## config.mk

```make
export PLATFORM = sky130hd
export DESIGN_NAME = id_issue_multi
export DESIGN_NICKNAME = d
export VERILOG_FILES = /design/src/rtl/id_issue_pkg.sv /design/src/rtl/id_dep_check.sv /design/src/rtl/id_issue_multi.sv
export SDC_FILE = /design/constraint.sdc
export NUM_CORES = 1
export LEC_CHECK = 0
export CAP_MARGIN = 20
export CORE_MARGIN = 5
export CORE_UTILIZATION = 56
export CTS_CLUSTER_DIAMETER = 40
export DETAILED_ROUTE_END_ITERATION = 6
export PLACE_DENSITY = 0.83
export SLEW_MARGIN = 20
export SYNTH_ARGS = -nofsm -noshare
export SYNTH_HDL_FRONTEND = slang
export SYNTH_SLANG_ARGS = --single-unit
```

## constraint.sdc

```tcl
create_clock -name clk -period 27.3 [get_ports clk]
set_input_delay 5.46 -clock clk [delete_from_list [all_inputs] [get_ports clk]]
set_output_delay 5.46 -clock clk [all_outputs]
set_load 0.005 [all_outputs]
```

## src/rtl/id_issue_pkg.sv

```systemverilog
// id_issue_pkg
//   Shared definitions for the id_issue_multi decode/issue stage:
//   opcode localparams, funct codes, the register-index type and the
//   destination / source-use classification helpers.
//   The helpers take decoded instruction fields rather than a whole word, so
//   each caller decides which bits it consumes.
//   Optional build macro used by the importers: ID_ISSUE_WAW_CHECK_EN.
package id_issue_pkg;

  typedef logic [4:0] reg_idx_t;

  localparam logic [5:0] OP_RTYPE = 6'h00;
  localparam logic [5:0] OP_J     = 6'h02;
  localparam logic [5:0] OP_BEQ   = 6'h04;
  localparam logic [5:0] OP_BNE   = 6'h05;
  localparam logic [5:0] OP_ADDI  = 6'h08;
  localparam logic [5:0] OP_SLTI  = 6'h0A;
  localparam logic [5:0] OP_ANDI  = 6'h0C;
  localparam logic [5:0] OP_ORI   = 6'h0D;
  localparam logic [5:0] OP_LUI   = 6'h0F;
  localparam logic [5:0] OP_LW    = 6'h23;
  localparam logic [5:0] OP_SW    = 6'h2B;

  // R-type function codes. Every R-type writes rd, so the issue logic never
  // needs to look at funct; the codes are kept here for the rest of the
  // decode path.
  typedef enum logic [5:0] {
    FN_SLL = 6'h00,
    FN_SRL = 6'h02,
    FN_JR  = 6'h08,
    FN_ADD = 6'h20,
    FN_SUB = 6'h22,
    FN_AND = 6'h24,
    FN_OR  = 6'h25,
    FN_SLT = 6'h2A
  } funct_e;

  // Architectural destination; $0 is reported as "no destination".
  function automatic reg_idx_t dest_of(input logic [5:0] op,
                                       input reg_idx_t   rt,
                                       input reg_idx_t   rd);
    reg_idx_t d;
    case (op)
      OP_RTYPE:                                         d = rd;
      OP_ADDI, OP_SLTI, OP_ANDI, OP_ORI, OP_LUI, OP_LW: d = rt;
      default:                                          d = '0;
    endcase
    return d;
  endfunction

  function automatic logic uses_rs(input logic [5:0] op);
    return !((op == OP_J) || (op == OP_LUI));
  endfunction

  function automatic logic uses_rt(input logic [5:0] op);
    return (op == OP_RTYPE) || (op == OP_SW) || (op == OP_BEQ) || (op == OP_BNE);
  endfunction

  // True when an instruction with these fields reads register r.
  function automatic logic reads_reg(input logic [5:0] op,
                                     input reg_idx_t   rs,
                                     input reg_idx_t   rt,
                                     input reg_idx_t   r);
    return (uses_rs(op) && (rs == r)) || (uses_rt(op) && (rt == r));
  endfunction

endpackage

```

## src/rtl/id_dep_check.sv

```systemverilog
// id_dep_check
//   Combinational group former. Starting at slot start_i, the group grows over
//   the following slots until the first slot that depends on any slot already
//   in the group. Slot start_i is always part of the group, so len_o >= 1.
//   Build macro ID_ISSUE_WAW_CHECK_EN: when defined a repeated (non-$0)
//   destination also ends the group; otherwise only read-after-write does.
// Ports
//   instr_i  WIDTH packed instructions, slot i at [32*i+31:32*i]
//   start_i  first slot of the group
//   len_o    number of slots in the group
module id_dep_check import id_issue_pkg::*; #(
  parameter  int WIDTH = 2,
  localparam int IW    = $clog2(WIDTH),
  localparam int LW    = $clog2(WIDTH + 1)
) (
  input  logic [32*WIDTH-1:0] instr_i,
  input  logic [IW-1:0]       start_i,
  output logic [LW-1:0]       len_o
);

`ifdef ID_ISSUE_WAW_CHECK_EN
  localparam bit WAW_EN = 1'b1;
`else
  localparam bit WAW_EN = 1'b0;
`endif

  logic [5:0]              op  [WIDTH];
  reg_idx_t                rs  [WIDTH];
  reg_idx_t                rt  [WIDTH];
  reg_idx_t                dst [WIDTH];
  logic [WIDTH-1:0][WIDTH-1:0] pair_hz;  // pair_hz[j][i]: slot j depends on earlier slot i
  logic                    blocked;
  logic                    stop;
  logic                    unused_fields;

  always_comb begin
    unused_fields = 1'b0;
    for (int i = 0; i < WIDTH; i++) begin
      op[i]  = instr_i[32*i+26 +: 6];
      rs[i]  = instr_i[32*i+21 +: 5];
      rt[i]  = instr_i[32*i+16 +: 5];
      dst[i] = dest_of(op[i], rt[i], instr_i[32*i+11 +: 5]);
      unused_fields = unused_fields ^ (^instr_i[32*i +: 11]);
    end
  end

  always_comb begin
    pair_hz = '0;
    for (int j = 1; j < WIDTH; j++) begin
      for (int i = 0; i < j; i++) begin
        if (dst[i] != '0) begin
          if (reads_reg(op[j], rs[j], rt[j], dst[i])) pair_hz[j][i] = 1'b1;
          if (WAW_EN && (dst[j] == dst[i]))           pair_hz[j][i] = 1'b1;
        end
      end
    end
  end

  // Walk forward from the slot after start_i; the first blocked slot freezes
  // the length, later slots are not considered even if independent.
  always_comb begin
    len_o   = LW'(1);
    stop    = 1'b0;
    blocked = 1'b0;
    for (int j = 1; j < WIDTH; j++) begin
      if ((j > int'(start_i)) && !stop) begin
        blocked = 1'b0;
        for (int i = 0; i < j; i++) begin
          if ((i >= int'(start_i)) && pair_hz[j][i]) blocked = 1'b1;
        end
        if (blocked) stop  = 1'b1;
        else         len_o = len_o + LW'(1);
      end
    end
  end

endmodule

```

## src/rtl/id_issue_multi.sv

```systemverilog
// id_issue_multi
//   N-wide decode/issue stage. Takes a bundle of WIDTH sequential
//   instructions and each cycle issues the longest hazard-free in-order group.
//   Slots that cannot issue yet stay in a one-bundle buffer (pend marks the
//   pending suffix) and issue on later cycles.
//   Build macro ID_ISSUE_WAW_CHECK_EN (see id_dep_check) adds WAW splitting.
// Parameters
//   WIDTH    slots per bundle / max group size (2..8)
//   PC_STEP  byte distance between consecutive slots
// Ports
//   clk, reset       clock, synchronous active-high reset
//   flush            drop buffered and output state (ignored during reset)
//   in_valid/ready   bundle handshake; in_pc = PC of slot 0, in_instr = slots
//   out_valid/ready  group handshake; out_pc = PC of group slot 0
//   out_instr        left-aligned group, unused slots zero
//   out_slot_valid   thermometer mask of occupied output slots
module id_issue_multi import id_issue_pkg::*; #(
  parameter int WIDTH   = 2,
  parameter int PC_STEP = 4
) (
  input  logic                clk,
  input  logic                reset,
  input  logic                flush,
  input  logic                in_valid,
  output logic                in_ready,
  input  logic [31:0]         in_pc,
  input  logic [32*WIDTH-1:0] in_instr,
  output logic                out_valid,
  input  logic                out_ready,
  output logic [31:0]         out_pc,
  output logic [32*WIDTH-1:0] out_instr,
  output logic [WIDTH-1:0]    out_slot_valid
);

  localparam int IW = $clog2(WIDTH);
  localparam int LW = $clog2(WIDTH + 1);

  logic [WIDTH-1:0]    pend_q, pend_d;
  logic [31:0]         buf_pc_q, buf_pc_d;
  logic [32*WIDTH-1:0] buf_instr_q, buf_instr_d;
  logic                out_valid_q, out_valid_d;
  logic [31:0]         out_pc_q, out_pc_d;
  logic [32*WIDTH-1:0] out_instr_q, out_instr_d;
  logic [WIDTH-1:0]    out_mask_q, out_mask_d;

  logic                use_buf;
  logic                src_present;
  logic [31:0]         src_pc;
  logic [32*WIDTH-1:0] src_instr;
  logic [IW-1:0]       start_idx;
  logic [LW-1:0]       grp_len;
  logic [WIDTH-1:0]    issue_mask;
  logic [WIDTH-1:0]    grp_thermo;
  logic [32*WIDTH-1:0] grp_instr;
  logic                adv;
  logic                covers;
  logic                accept;

  // The buffer has priority; the incoming bundle is only used directly when
  // nothing is pending.
  assign use_buf     = |pend_q;
  assign src_present = use_buf || in_valid;
  assign src_pc      = use_buf ? buf_pc_q    : in_pc;
  assign src_instr   = use_buf ? buf_instr_q : in_instr;

  // pend is a contiguous suffix, so the lowest set bit is the group start.
  always_comb begin
    start_idx = '0;
    for (int i = WIDTH - 1; i >= 0; i--) begin
      if (use_buf && pend_q[i]) start_idx = IW'(i);
    end
  end

  id_dep_check #(.WIDTH(WIDTH)) u_dep_check (
    .instr_i (src_instr),
    .start_i (start_idx),
    .len_o   (grp_len)
  );

  always_comb begin
    issue_mask = '0;
    grp_thermo = '0;
    grp_instr  = '0;
    for (int i = 0; i < WIDTH; i++) begin
      if ((i >= int'(start_idx)) && (i < int'(start_idx) + int'(grp_len))) begin
        issue_mask[i] = 1'b1;
        grp_instr[32*(i - int'(start_idx)) +: 32] = src_instr[32*i +: 32];
      end
      if (i < int'(grp_len)) grp_thermo[i] = 1'b1;
    end
  end

  assign adv    = !out_valid_q || out_ready;
  assign covers = (issue_mask == pend_q);
  // Flush keeps the producer's handshake completing; its data is discarded.
  assign in_ready = flush || !use_buf || (adv && covers);
  assign accept   = in_valid && in_ready;

  always_comb begin
    pend_d      = pend_q;
    buf_pc_d    = buf_pc_q;
    buf_instr_d = buf_instr_q;
    out_valid_d = out_valid_q;
    out_pc_d    = out_pc_q;
    out_instr_d = out_instr_q;
    out_mask_d  = out_mask_q;
    if (adv && src_present) begin
      out_valid_d = 1'b1;
      out_pc_d    = src_pc + 32'(PC_STEP) * 32'(start_idx);
      out_instr_d = grp_instr;
      out_mask_d  = grp_thermo;
      if (use_buf) begin
        pend_d = pend_q & ~issue_mask;
        // Buffer drained this cycle: a new bundle waits whole for next cycle.
        if (covers && accept) begin
          buf_pc_d    = in_pc;
          buf_instr_d = in_instr;
          pend_d      = '1;
        end
      end else begin
        buf_pc_d    = in_pc;
        buf_instr_d = in_instr;
        pend_d      = ~issue_mask;
      end
    end else if (adv) begin
      out_valid_d = 1'b0;
      out_mask_d  = '0;
    end else if (accept) begin
      // Output stalled with an empty buffer: park the bundle whole.
      buf_pc_d    = in_pc;
      buf_instr_d = in_instr;
      pend_d      = '1;
    end
  end

  // Stage boundary: control and output register.
  always_ff @(posedge clk) begin
    if (reset) begin
      pend_q      <= '0;
      out_valid_q <= 1'b0;
      out_mask_q  <= '0;
      out_pc_q    <= '0;
      out_instr_q <= '0;
    end else if (flush) begin
      pend_q      <= '0;
      out_valid_q <= 1'b0;
      out_mask_q  <= '0;
    end else begin
      pend_q      <= pend_d;
      out_valid_q <= out_valid_d;
      out_mask_q  <= out_mask_d;
      out_pc_q    <= out_pc_d;
      out_instr_q <= out_instr_d;
    end
  end

  // Buffer payload is qualified by pend and needs no reset.
  always_ff @(posedge clk) begin
    buf_pc_q    <= buf_pc_d;
    buf_instr_q <= buf_instr_d;
  end

  assign out_valid      = out_valid_q;
  assign out_pc         = out_pc_q;
  assign out_instr      = out_instr_q;
  assign out_slot_valid = out_mask_q;

endmodule

```

==> impl_metrics.csv, run 1 <==
group,metric,value,unit
finish,post_route_cells_drive_above_1_share,6.67,%
clock_tree,cts_tree,"yes",
setup_path,critical_path.startpoint_type,"input port",
sta,worstMarginPinSlew,1090,ps
global_routing,grt_max_degree,85,
pwr,peakVddDrop,47.6,uV
logic_synthesis,synth_edf_count,96,
finish,final_cells,1390,
finish,area.growth.synth_to_final,27.6,%
run_status,failed_checks,"design-rule violations",
detailed_routing,drt-vias-per-instance,5.88,
logic_synthesis,syn_area,0.00955,mm^2
clock_tree,clkLatencyLatePin,440,ps
run_status,run_status,"finished with violations",
detailed_routing,via_count,8174,
logic_synthesis,synth-main-ff-cell,"dfxtp_1",
detailed_routing,drt_first_iter_violations,582,
setup_path,slowest_stage,"nor4_1",
sta,fin_setup_tns,0,ps
finish,n_antenna_cell,0,
setup_path,setup.worst_path.start,"in_instr[28]",
finish,layout.filler_cells,1231,
setup_path,critPathCapture,"in_ready",
global_routing,grt_usage,27.3,%
setup_path,timing_worst_setup_path_type,"input port to primary output",
logic_synthesis,yosys_register_bits,197,
setup_path,crit_path_max_cell_delay,650,ps
setup_path,critical_path_required,21840,ps
global_routing,first_global_vias,8060,
detailed_routing,drt-pass1-iter-count,7,
clock_tree,cts_root_buffer,"clkbuf_16",
die,die_height,141,um
logic_synthesis,synth_nets,1094,
detailed_routing,number_of_remaining_drc_errors,2,
setup_path,crit_path_max_fanout,6,
detailed_routing,detail-route-antenna-nets,0,
placement,preCtsSetupSlack,12630,ps
clock_tree,cts_max_path_buffers,2,
placement,place_inst,1358,
die,floorplan.rows,47,
setup_path,end_kind,"primary output",
setup_path,crit_family,"simple AND/OR/NAND/NOR gates",
sta,slew_headroom,27.6,%
sta,post_route_worst_hold_slack,447,ps
setup_path,worst_r2r_endpoint,"buf_instr_q[62]$_DFFE_PP_",
die,placeableCoreArea,0.0166,mm^2
logic_synthesis,yosysSeqAreaShare,51.4,%
sta,timing.fmax,67.8,MHz
logic_synthesis,synthArstFlopShare,0,%
run,max-cap-violations,0,
placement,hpwlAfterDp,18.4,mm
die,dieWidth,141,um
detailed_routing,totalWireLength,27.5,mm
setup_path,critical_path_buf_inv_count,2,
clock_tree,cts_made_buffers,17,
clock_tree,ctsHoldBuffers,0,
sta,timing_hold_violations_final,0,
placement,io_buffer_count,200,
pwr,p_leak,4.54,nW
setup_path,worst_r2r_path_depth,16,
logic_synthesis,yosysUniqueCellTypes,72,
sta,final.setup.worst_slack,12550,ps
logic_synthesis,synth_area_per_cell,9.64,um^2
setup_path,ff2ff_setup_slack,21840,ps
global_routing,grt-ovfl-total,0,
sta,finClkSkew,13.2,ps
min_path,hold_path_class,"flip-flop to flip-flop",
logic_synthesis,post_synth_inst_count,990,
die,num_io_pins,201,
setup_path,critical_path_cell_count,14,
clock_tree,cts.sinks,197,
global_routing,grt_antenna_before_repair,0,
die,initial_core_utilization,57.4,%
die,design.die.area,0.0198,mm^2
clock_tree,cts_resized,0,
detailed_routing,routedWlPerCell,19.8,um
finish,nNetsFinal,1261,
sta,slew_viol_final,0,
global_routing,grt_pass1_wl,43.4,mm
setup_path,crit_path_cell_chain,"clkdlybuf4s50_1, nor4_1, and2_1, nand2_1, a21oi_1, a211oi_1, a311o_1, nor4_1, a41o_1, and2_1, ha_1, a21oi_1, nand2b_1, clkdlybuf4s50_1",
sta,final.min_clock_period,14750,ps
setup_path,worstReg2RegStart,"pend_q[0]$_SDFFE_PP0P_",
pwr,power_per_cell_area,54.3,mW/mm^2
placement,gp_routability_congestion,0.905,
logic_synthesis,synth-warning-count,0,
pwr,p_total,661,uW
setup_path,cp.arrival,9290,ps
sta,final_setup_violations,0,
clock_tree,postCtsSetupRepairBufs,0,
clock_tree,clock_transition_time_at_the_flip_flop_clock_pins_of_the_worst_setup_and_hold_paths,70,ps
sta,min_period_over_period,54.0,%
sta,rsz0062_at_grt,"no",
clock_tree,htreeDepth,4,
[cells in the mapped netlist (all sizes together) (4+ instances only)]
library cell | count | area share [%]
a21oi | 82 | 4.4
a22oi | 7 | 0.55
a31oi | 5 | 0.33
and2 | 7 | 0.46
and3 | 8 | 0.52
buf | 24 | 1.8
clkbuf | 41 | 1.6
dfxtp | 101 | 21
edfxtp | 96 | 30
inv | 21 | 0.83
mux2i | 71 | 7.4
nand2 | 256 | 10
nand2b | 6 | 0.39
nand3 | 10 | 0.58
nor2 | 31 | 1.3
nor3 | 11 | 0.63
nor3b | 6 | 0.58
nor4 | 9 | 0.75
o211ai | 13 | 1.0
o21ai | 62 | 3.3
o22ai | 13 | 0.92
o41ai | 17 | 2.6
or3 | 5 | 0.33
or3b | 5 | 0.48
or4bb | 4 | 0.47
xnor2 | 17 | 1.6
xor2 | 10 | 0.92
[layout by cell type (no fill, tap or decap), drive strengths merged, types with 3 or more instances in the layout]
master	n
nor3	11
a21boi	3
and2	7
xor2	10
o31ai	3
o211ai	13
mux2i	71
dfxtp	101
nand2	256
nor2	31
buf	14
a21oi	82
o41ai	17
ha	3
nor4	9
or4bb	4
xnor2	17
nor3b	6
clkbuf	19
mux2	3
o21ai	62
a31oi	5
clkdlybuf4s50	199
o22a	3
nand2b	6
and3	8
clkinv	7
nor2b	3
a22oi	7
or3b	5
o22ai	13
nand3	10
inv	25
a21o	3
or3	5
edfxtp	96
or2	3
[worst min path at each step]
stage,startpoint,endpoint,slack (ps),depth (start not counted)
3_5_place_dp,out_instr[35]$_SDFFE_PP0P_,out_instr[35]$_SDFFE_PP0P_,440,2
4_1_cts,out_instr[35]$_SDFFE_PP0P_,out_instr[35]$_SDFFE_PP0P_,450,2
3_3_place_gp,out_instr[49]$_SDFFE_PP0P_,out_instr[49]$_SDFFE_PP0P_,430,2
6_report,out_instr[40]$_SDFFE_PP0P_,out_instr[40]$_SDFFE_PP0P_,450,2
2_1_floorplan,out_instr[32]$_SDFFE_PP0P_,out_instr[32]$_SDFFE_PP0P_,440,2
5_1_grt,out_instr[9]$_SDFFE_PP0P_,out_instr[9]$_SDFFE_PP0P_,470,2
[sequential cells by signal, summed over array words and instances (netlist names)]
register and flops:
buf_instr_q 64, buf_pc_q 32, out_instr 64, out_pc 32
out_slot_valid 2, out_valid 1, pend_q 2
[power breakdown]
| part | switching [mW] | internal, mW |
|---|---|---|
| Sequential | 0.00931 | 0.327 |
| Clock | 0.114 | 0.127 |
| Combinational | 0.0425 | 0.0414 |
[area by class of cell]
cell class	instances	area, um^2	area share [%]
timing repair buffer	213	2090	17.2
clock inverter	13	123	1.01
clock buffer	19	433	3.55
sequential	197	4910	40.3
inverter	21	78.8	0.647
multi-input combinational	707	4270	35.0
tap	220	275	2.26
[routing by layer]
layer | routed length, um | track usage (%) | part of all wire, % | up-vias
met5 | 0 | 0 | 0 | -
met4 | 724 | 10.6 | 2.6 | 0
met3 | 2670 | 7.19 | 9.7 | 54
li1 | - | - | - | 3861
met1 | 10900 | 34.5 | 39 | 3854
met2 | 13300 | 44.7 | 48 | 405
[per-stage QoR]
step,area [um^2],utilization [%]
6_report,12200,73.2
5_1_grt,12200,73.2
4_1_cts,12200,73.2
3_5_place_dp,11600,69.8
3_3_place_gp,11600,69.8
2_1_floorplan,9550,-
[worst register-to-register path, stage by stage, from the launching register on]
cell and delay (ps):
dfxtp_2 350, buf_4 670, or2_2 380, buf_4 470
and2_1 280, nand2_1 90, a21oi_1 190, a211oi_1 60
a311o_1 340, nor4_1 240, a41o_1 150, and2_1 130
ha_1 170, a21oi_1 130, a21boi_4 160, buf_4 460
buf_4 730
[logic make-up (layout without fill, tap and decap cells)]
family | count (synthesis) | count (layout) | share of synthesized area (%)
simple gates | 372 | 372 | 17.8
compound gates | 231 | 231 | 15.9
flops | 197 | 197 | 51.4
buf+inv | 86 | 266 | 4.19
mux | 74 | 74 | 7.80
xor+xnor | 27 | 27 | 2.48
fa+ha+maj | 3 | 3 | 0.393
Note: power is estimated with default switching activity, not from simulation.
==> run 2, diff against run 1 <==
--- a/config.mk
+++ b/config.mk
@@ -7,10 +7,10 @@
 export LEC_CHECK = 0
 export CAP_MARGIN = 20
 export CORE_MARGIN = 5
-export CORE_UTILIZATION = 56
+export CORE_UTILIZATION = 52
 export CTS_CLUSTER_DIAMETER = 40
 export DETAILED_ROUTE_END_ITERATION = 6
-export PLACE_DENSITY = 0.83
+export PLACE_DENSITY = 0.77
 export SLEW_MARGIN = 20
 export SYNTH_ARGS = -nofsm -noshare
 export SYNTH_HDL_FRONTEND = slang
==> constraint.sdc (replaced) <==
create_clock -name clk -period 14.7 [get_ports clk]
set_input_delay 2.94 -clock clk [delete_from_list [all_inputs] [get_ports clk]]
set_output_delay 2.94 -clock clk [all_outputs]
set_load 0.005 [all_outputs]
==> run 2 against run 1 <==
The run now ends clean; routed wire length decreased by 1.2%; first-iteration DRC count decreased by 1.7%; clock-buffer cell count increased by 1; sequential share of layout area decreased by 0.23 points; design area increased by 0.58%; non-clock buffer count decreased by 1; largest power group unchanged.
==> impl_metrics.csv, run 2 (synthesized netlist as in run 1, its figures left out) <==
group,metric,value,unit
run_status,run_status,"finished, final reports clean",
finish,nNetsFinal,1260,
detailed_routing,drt-vias-per-instance,5.74,
sta,rsz0062_at_grt,"no",
pwr,power.combinational.fraction,12.4,%
detailed_routing,drt-pass1-iter-count,5,
die,placeableCoreArea,0.0180,mm^2
pwr,power_per_cell_area,103,mW/mm^2
min_path,hold_path_class,"flip-flop to flip-flop",
sta,timing_hold_violations_final,0,
setup_path,crit_path_cell_chain,"clkdlybuf4s50_1, nor4_1, and2_1, nand2_1, a21oi_1, a211oi_1, a311o_1, nor4_1, a41o_1, and2_1, ha_1, a21oi_1, nand2b_1, clkdlybuf4s50_1",
pwr,clock_power_share,38.1,%
detailed_routing,number_of_remaining_drc_errors,0,
finish,fin_area,0.0122,mm^2
sta,post_route_worst_hold_slack,447,ps
clock_tree,htreeDepth,4,
pwr,p_leak,4.57,nW
run,max-cap-violations,0,
die,num_io_pins,201,
clock_tree,cts.sinks,197,
global_routing,grt-ovfl-total,0,
setup_path,crit_path_max_fanout,6,
detailed_routing,via_count,8027,
sta,final.min_clock_period,9650,ps
min_path,min_path_cells,2,
setup_path,end_kind,"primary output",
finish,most_common_cell_after_layout_fill_and_taps_aside,"nand2_1",
clock_tree,ctsHoldBuffers,0,
clock_tree,postCtsSetupRepairBufs,0,
pwr,p_total,1.26,mW
die,dieWidth,145,um
pwr,peakVddDrop,85.3,uV
clock_tree,cts_made_buffers,17,
clock_tree,cts_root_buffer,"clkbuf_16",
detailed_routing,routedWlPerCell,19.4,um
clock_tree,cts_tree,"yes",
finish,postLayoutCoreUtil,68.0,%
placement,io_buffer_count,200,
clock_tree,cts_resized,0,
detailed_routing,totalWireLength,27.2,mm
detailed_routing,detail-route-antenna-nets,0,
global_routing,grt_antenna_before_repair,0,
setup_path,cp.arrival,6710,ps
global_routing,grt_max_degree,85,
finish,n_antenna_cell,0,
placement,dpl_cell_area,0.0116,mm^2
finish,layout.filler_cells,1456,
sta,fin_setup_tns,0,ps
finish,post_route_cells_drive_above_1_share,6.67,%
placement,hpwlAfterDp,18.0,mm
sta,finClkSkew,11.0,ps
die,floorplan.rows,49,
placement,gp_routability_congestion,0.870,
global_routing,first_global_vias,8090,
setup_path,crit_path_max_cell_delay,590,ps
clock_tree,cts_max_path_buffers,2,
die,initial_core_utilization,53.0,%
die,die_height,145,um
sta,slew_viol_final,0,
sta,timing.fmax,104,MHz
finish,layout.cells.most_common_list,"nand2_1, clkdlybuf4s50_1, dfxtp_1, edfxtp_1, a21oi_1",
sta,min_period_over_period,65.7,%
setup_path,critical_path.startpoint_type,"input port",
pwr,pwr-share-seq,49.5,%
finish,area.growth.synth_to_final,28.3,%
die,design.die.area,0.0212,mm^2
setup_path,critical_path_required,11760,ps
sta,worstMarginPinSlew,950,ps
sta,final_setup_violations,0,
clock_tree,clock_transition_time_at_the_flip_flop_clock_pins_of_the_worst_setup_and_hold_paths,70,ps
global_routing,grt_usage,25.2,%
setup_path,slowest_stage,"nor4_1",
pwr,power_switching_share,24.7,%
clock_tree,clkLatencyLatePin,430,ps
setup_path,worst_r2r_path_depth,15,
setup_path,timing_worst_setup_path_type,"input port to primary output",
detailed_routing,drt_first_iter_violations,572,
sta,slew_headroom,36.7,%
pwr,power.internal,950,uW
global_routing,grt_pass1_wl,43.5,mm
pwr,net_load_switching_power,311,uW
run 2: cell types whose count changed in the layout (fill, tap and decap cells not counted), sizes merged:
cell | before | now
clkinv | 7 | 5
buf | 14 | 13
bufinv | 1 | 2
clkbuf | 19 | 20
run 2: final timing paths:
| path | start | to | slack (ps) |
|---|---|---|---|
| min reg2reg | out_instr[44]$_SDFFE_PP0P_ | out_instr[44]$_SDFFE_PP0P_ | 450 |
| max reg2reg | pend_q[1]$_SDFFE_PP0P_ | buf_instr_q[60]$_DFFE_PP_ | 9030 |
| min | out_instr[44]$_SDFFE_PP0P_ | out_instr[44]$_SDFFE_PP0P_ | 450 |
| max | in_instr[28] | in_ready | 5050 |
run 2: stage by stage:
stage	instances	setup WS [ps]
final	1398	5050
after global routing	1398	4620
after CTS	1397	5080
after detailed placement	1365	5080
after global placement	1365	5120
after floorplan	990	1900
run 2: layout make-up:
type	count	area [um^2]	area share (%)
Sequential cell	197	4910	40.1
Multi-Input combinational cell	707	4270	34.8
Timing Repair Buffer	212	2110	17.2
Clock buffer	20	458	3.74
Tap cell	229	287	2.34
Clock inverter	12	144	1.17
Inverter	21	78.8	0.644
run 2: routing by layer:
metal	track usage [%]	wire (um)	vias to the layer above
met5	0	0	-
met4	8.91	646	0
met3	5.54	1970	47
met2	40.8	13000	314
met1	33.5	11600	3809
li1	-	-	3857
run 2: worst max-delay path: cells and delay by family:
kind	cells	cell delay [ps]
fa+ha+maj	1	260
simple gates	6	1500
compound gates	5	1050
buf+inv	2	980
run 2: power by group through the flow:
| stage | sequential (mW) | clock [mW] | combinational [mW] |
|---|---|---|---|
| 2_1_floorplan | 0.637 | 0 | 0.0703 |
| 3_3_place_gp | 0.636 | 0 | 0.153 |
| 3_5_place_dp | 0.636 | 0 | 0.155 |
| 4_1_cts | 0.624 | 0.487 | 0.156 |
| 5_1_grt | 0.628 | 0.510 | 0.170 |
| 6_report | 0.624 | 0.481 | 0.156 |
